===== src/rtl/rv32i_pkg.sv =====
// rv32i_pkg: shared fetch FSM state and rv32i constants
package rv32i_pkg;
    typedef enum logic [1:0] {IDLE, REQ, WAIT, HOLD} fetch_state_t;
    localparam int ILEN = 32;
    localparam int PC_STEP = 4;
    localparam logic [ILEN-1:0] NOP_INSTR = 32'h0000_0013;
endpackage


===== src/rtl/pc_inc.sv =====
// pc_inc: sequential program counter increment, wraps modulo 2^DWIDTH
module pc_inc
    import rv32i_pkg::*;
#(
    parameter int DWIDTH = 32
) (
    input  logic [DWIDTH-1:0] pc,
    output logic [DWIDTH-1:0] pc_next
);
    assign pc_next = pc + DWIDTH'(PC_STEP);
endmodule


===== src/rtl/instr_fetch.sv =====
// instr_fetch: single-outstanding instruction fetch with redirect and decode handshake
// IFETCH_MISALIGN_CHECK_EN adds if_misaligned and parks on misaligned redirect targets
module instr_fetch
    import rv32i_pkg::*;
#(
    parameter int DWIDTH = 32,
    parameter logic [DWIDTH-1:0] RESET_PC = '0
) (
    input  logic              clk,
    input  logic              rst,
    output logic              imem_req,
    output logic [DWIDTH-1:0] imem_addr,
    input  logic              imem_gnt,
    input  logic              imem_rvalid,
    input  logic [ILEN-1:0]   imem_rdata,
    input  logic              redirect_valid,
    input  logic [DWIDTH-1:0] redirect_pc,
    output logic              if_valid,
    input  logic              if_ready,
    output logic [ILEN-1:0]   if_instr,
    output logic [DWIDTH-1:0] if_pc
`ifdef IFETCH_MISALIGN_CHECK_EN
    ,
    output logic              if_misaligned
`endif
);
    fetch_state_t      state;
    logic [DWIDTH-1:0] pc, pc_next, tgt;
    logic              flush;

    pc_inc #(.DWIDTH(DWIDTH)) u_pc_inc (.pc(pc), .pc_next(pc_next));

`ifdef IFETCH_MISALIGN_CHECK_EN
    assign tgt = redirect_pc;
`else
    assign tgt = redirect_pc & ~DWIDTH'(32'd3);
`endif
    assign imem_req  = state == REQ;
    assign imem_addr = pc;

    always_ff @(posedge clk) begin
        if (rst) begin
            state    <= IDLE;
            pc       <= RESET_PC;
            flush    <= 1'b0;
            if_valid <= 1'b0;
            if_instr <= '0;
            if_pc    <= RESET_PC;
`ifdef IFETCH_MISALIGN_CHECK_EN
            if_misaligned <= 1'b0;
`endif
        end else begin
            case (state)
                IDLE: state <= REQ;
                REQ: begin
                    if (imem_gnt) state <= WAIT;
                    if (redirect_valid) begin
                        pc    <= tgt;
                        flush <= imem_gnt;
                    end else if (imem_rvalid) flush <= 1'b0;
                end
                WAIT: begin
                    if (redirect_valid) pc <= tgt;
                    else if (imem_rvalid && !flush) pc <= pc_next;
                    if (imem_rvalid) flush <= 1'b0;
                    else if (redirect_valid) flush <= 1'b1;
                    // a response is dropped if flushed earlier or redirected in its arrival cycle
                    if (imem_rvalid && (flush || redirect_valid)) state <= REQ;
                    else if (imem_rvalid) begin
                        state    <= HOLD;
                        if_valid <= 1'b1;
                        if_instr <= imem_rdata;
                        if_pc    <= pc;
                    end
                end
                HOLD: begin
                    if (redirect_valid || if_ready) begin
                        if_valid <= 1'b0;
                        state    <= REQ;
                    end
                    if (redirect_valid) pc <= tgt;
                    if (imem_rvalid) flush <= 1'b0;
                end
            endcase
`ifdef IFETCH_MISALIGN_CHECK_EN
            if (state != IDLE && redirect_valid) begin
                if_misaligned <= |redirect_pc[1:0];
                if (|redirect_pc[1:0]) begin
                    state    <= HOLD;
                    if_valid <= 1'b1;
                    if_instr <= '0;
                    if_pc    <= redirect_pc;
                end
            end else if (state == HOLD && if_misaligned) begin
                state    <= HOLD;
                if_valid <= 1'b1;
            end
`endif
        end
    end
endmodule


===== config.mk =====
export PLATFORM = sky130hd
export DESIGN_NAME = instr_fetch
export DESIGN_NICKNAME = d
export VERILOG_FILES = /design/src/rtl/rv32i_pkg.sv /design/src/rtl/pc_inc.sv /design/src/rtl/instr_fetch.sv
export SDC_FILE = /design/constraint.sdc
export NUM_CORES = 1
export LEC_CHECK = 0
export CAP_MARGIN = 20
export CORE_MARGIN = 1.5
export CORE_UTILIZATION = 25
export CTS_CLUSTER_SIZE = 16
export DETAILED_ROUTE_END_ITERATION = 7
export PLACE_DENSITY_LB_ADDON = 0.1
export SLEW_MARGIN = 40
export SYNTH_ARGS = -nofsm -noshare
export SYNTH_HDL_FRONTEND = slang
export SYNTH_SLANG_ARGS = --single-unit

===== constraint.sdc =====
create_clock -name clk -period 3.1 [get_ports clk]
set_input_delay 0.62 -clock clk [delete_from_list [all_inputs] [get_ports clk]]
set_output_delay 0.62 -clock clk [all_outputs]
set_load 0.005 [all_outputs]

==> summary.txt <==
Status
  • Outcome: finished clean

Synthesis
  • Top post-synthesis cells by area: dfxtp_1 (44%), nand2_1 (14%), a21oi_1 (10%), clkbuf_1 (3.2%), o21ai_0 (3.0%)
  • Synth Register Bits: 96
  • Synthesized area per cell: 7.52 um2
  • Area leader, netlist: dfxtp_1
  • Post-Syn Instances: 586
  • Dominant synthesized flop cell: dfxtp_1
  • Sequential fraction of the synthesis area: 0.436
  • Post-synth EDFFs: 0
  • Post-synth top area share: 0.436
  • Cell variety after synth: 55
  • Warnings from Yosys: 0
  • Area of the mapped netlist: 0.00441 mm2
  • Asr flop ratio synth: 0

Power
  • Combinational share of power: 0.214
  • Peak VDD IR: 264 uV
  • Power Dens Cells: 503 mW/mm2
  • Leakage: 0.00218 uW
  • Sequential share of power: 0.432
  • Internal power: 2350 uW
  • Sw frac: 0.290
  • Psw: 958 uW
  • Clock power frac: 0.354

Floorplan
  • Row count: 48
  • Die height: 136 um
  • Ports: 168
  • Chip width: 136 um
  • Initial Utilization: 0.256
  • CORE AREA: 0.0172 mm2
  • Die Area: 0.0184 mm2

Timing
  • Setup ws final: 510 ps
  • Max-slew violation count: 0
  • Setup_tns: 0 ps
  • Final hold vios: 0
  • Fin crit share: 0.836
  • RSZ-0062 raised after global routing: false
  • F_max: 386 MHz
  • Setup Viol. Count Final: 0
  • Max_slew headroom: 0.554
  • Slew of the pin with the lowest slew margin: 669 ps
  • Final Skew: 10.5 ps
  • Minimum clock period: 2590 ps

Clock tree
  • Clock Sink Count: 96
  • H-Tree Depth: 3
  • Root Buffer: clkbuf_16
  • Clock-pin slew on the worst setup and hold paths: 70 ps
  • Resize count post-CTS: 0
  • Total CTS buffers: 9
  • TritonCTS clock tree: yes
  • Cts-stage hold buffer count: 0
  • Postcts setup bufs: 0
  • Max Root-Sink Buffers: 2
  • Clk_lat worst skew: 350 ps

Worst hold path
  • Hold WC Path Type: reg2reg

Global route
  • Largest net degree at the start of global routing: 59
  • First-pass GRT wire length: 23.3 mm
  • Vias in the first global route: 4351
  • Total gr overflow: 0
  • Initial antenna violation count: 0
  • Total GRT Usage: 0.163

Placed design
  • Port Buffer Count: 161
  • Place WS: 203 ps
  • Final GP Congestion: 0.797
  • DPL Wire Length: 10.2 mm

Final layout
  • Layout cells sized above 1: 0.0587
  • Commonest non-fill, non-tap cell in the layout: nand2_1
  • N_diodes: 0
  • Final layout net count: 803
  • Fillcell total: 1742
  • Layout area overhead: 49.3%
  • Most frequent cells in the layout: nand2_1 (164), clkdlybuf4s50_1 (160), dfxtp_1 (96)
  • Final core utilization: 0.382

Setup path
  • Worst EP arrival: 2820 ps
  • Worst setup EP type: flop
  • Critical Path RT: 3330 ps
  • Worst reg-to-reg setup slack: 630 ps
  • CP startpoint kind: input pin
  • Critical path class: in2reg
  • CP max FO: 23

Drt
  • Via-to-Cell Ratio: 4.81
  • Drt wl/cell: 15.4 um
  • Number of DRC markers in iteration 0: 347
  • DRT Pass-1 Iters: 4
  • DR DRC count: 0
  • Vias: 4603
  • Antenna-violating nets left: 0
  • Routed WL: 14.8 mm

Run
  • Max cap viols: 0
-- per-stage QoR --
step / instances / instance area [um2] / hold WS, ps / total power [uW]
finish: 957 / 6580 / 453 / 3310
global route: 957 / 6580 / 467 / 3480
CTS: 957 / 6580 / 456 / 3360
detailed placement: 941 / 6270 / 447 / 2160
global placement: 941 / 6270 / 441 / 2150
floorplan: 589 / 4420 / 453 / 1770
-- worst max-delay path: stages --
cell,delay (ps)
clkdlybuf4s50_1,570
nand2b_1,100
a2111oi_0,620
nand2b_1,290
buf_12,200
a21oi_1,70
a2111oi_0,350
-- per-layer routing --
metal,vias to the layer above,track usage,part of all wire
met5,-,0,0
met4,0,0.0603,0.011
met3,10,0.0325,0.059
met2,127,0.260,0.47
met1,2146,0.216,0.46
li1,2320,-,-
-- worst paths after layout --
path,startpoint,to,cells past startpoint
worst min-delay path,if_pc[11]$_SDFFE_PP0P_,if_pc[11]$_SDFFE_PP0P_,2
worst min register to register,if_pc[11]$_SDFFE_PP0P_,if_pc[11]$_SDFFE_PP0P_,2
worst max-delay path,imem_rvalid,imem_addr[16]$_SDFFE_PP0P_,7
worst max register to register,state[0]$_SDFFE_PP0P_,imem_addr[16]$_SDFFE_PP0P_,7
-- cells by family (layout without fill, tap and decap cells) --
kind of cell	after synthesis	after routing	share of synthesized area
compound gates	170	170	0.227
flops	96	96	0.436
other cells	1	4	0.000851
buf+inv	58	201	0.0559
simple gates	254	254	0.260
mux	1	1	0.00227
fa+ha+maj	6	6	0.0170
-- final cells by class --
cell class / instances / area (um2) / share of cell area
multi-input combinational: 435 / 2260 / 0.344
sequential: 96 / 1920 / 0.292
timing repair buffer: 176 / 1770 / 0.269
tap: 225 / 282 / 0.0428
clock buffer: 12 / 256 / 0.0390
clock inverter: 4 / 51.3 / 0.00780
inverter: 9 / 33.8 / 0.00514
-- power groups by stage --
stage                     Clock, uW  Sequential, uW  Combinational (uW)
after floorplan                   0            1430                 339
after global placement            0            1450                 697
after detailed placement          0            1460                 707
after CTS                      1220            1430                 711
after global routing           1260            1450                 775
final                          1170            1430                 706
-- registers in the layout, summed over array words and instances (netlist names) --
signal	flops
state	2
imem_addr	30
if_instr	32
flush	1
if_valid	1
if_pc	30
-- synthesized netlist by cell type, types with 7 or more instances --
cell      number
a211oi_1      10
a21oi_1       90
clkbuf_1      38
dfxtp_1       96
inv_1          9
nand2_1      164
nand3_1       16
nor2_1        23
nor3_1         7
o21ai_0       26
o22ai_1        7
Power figures use the tool's default switching activity.
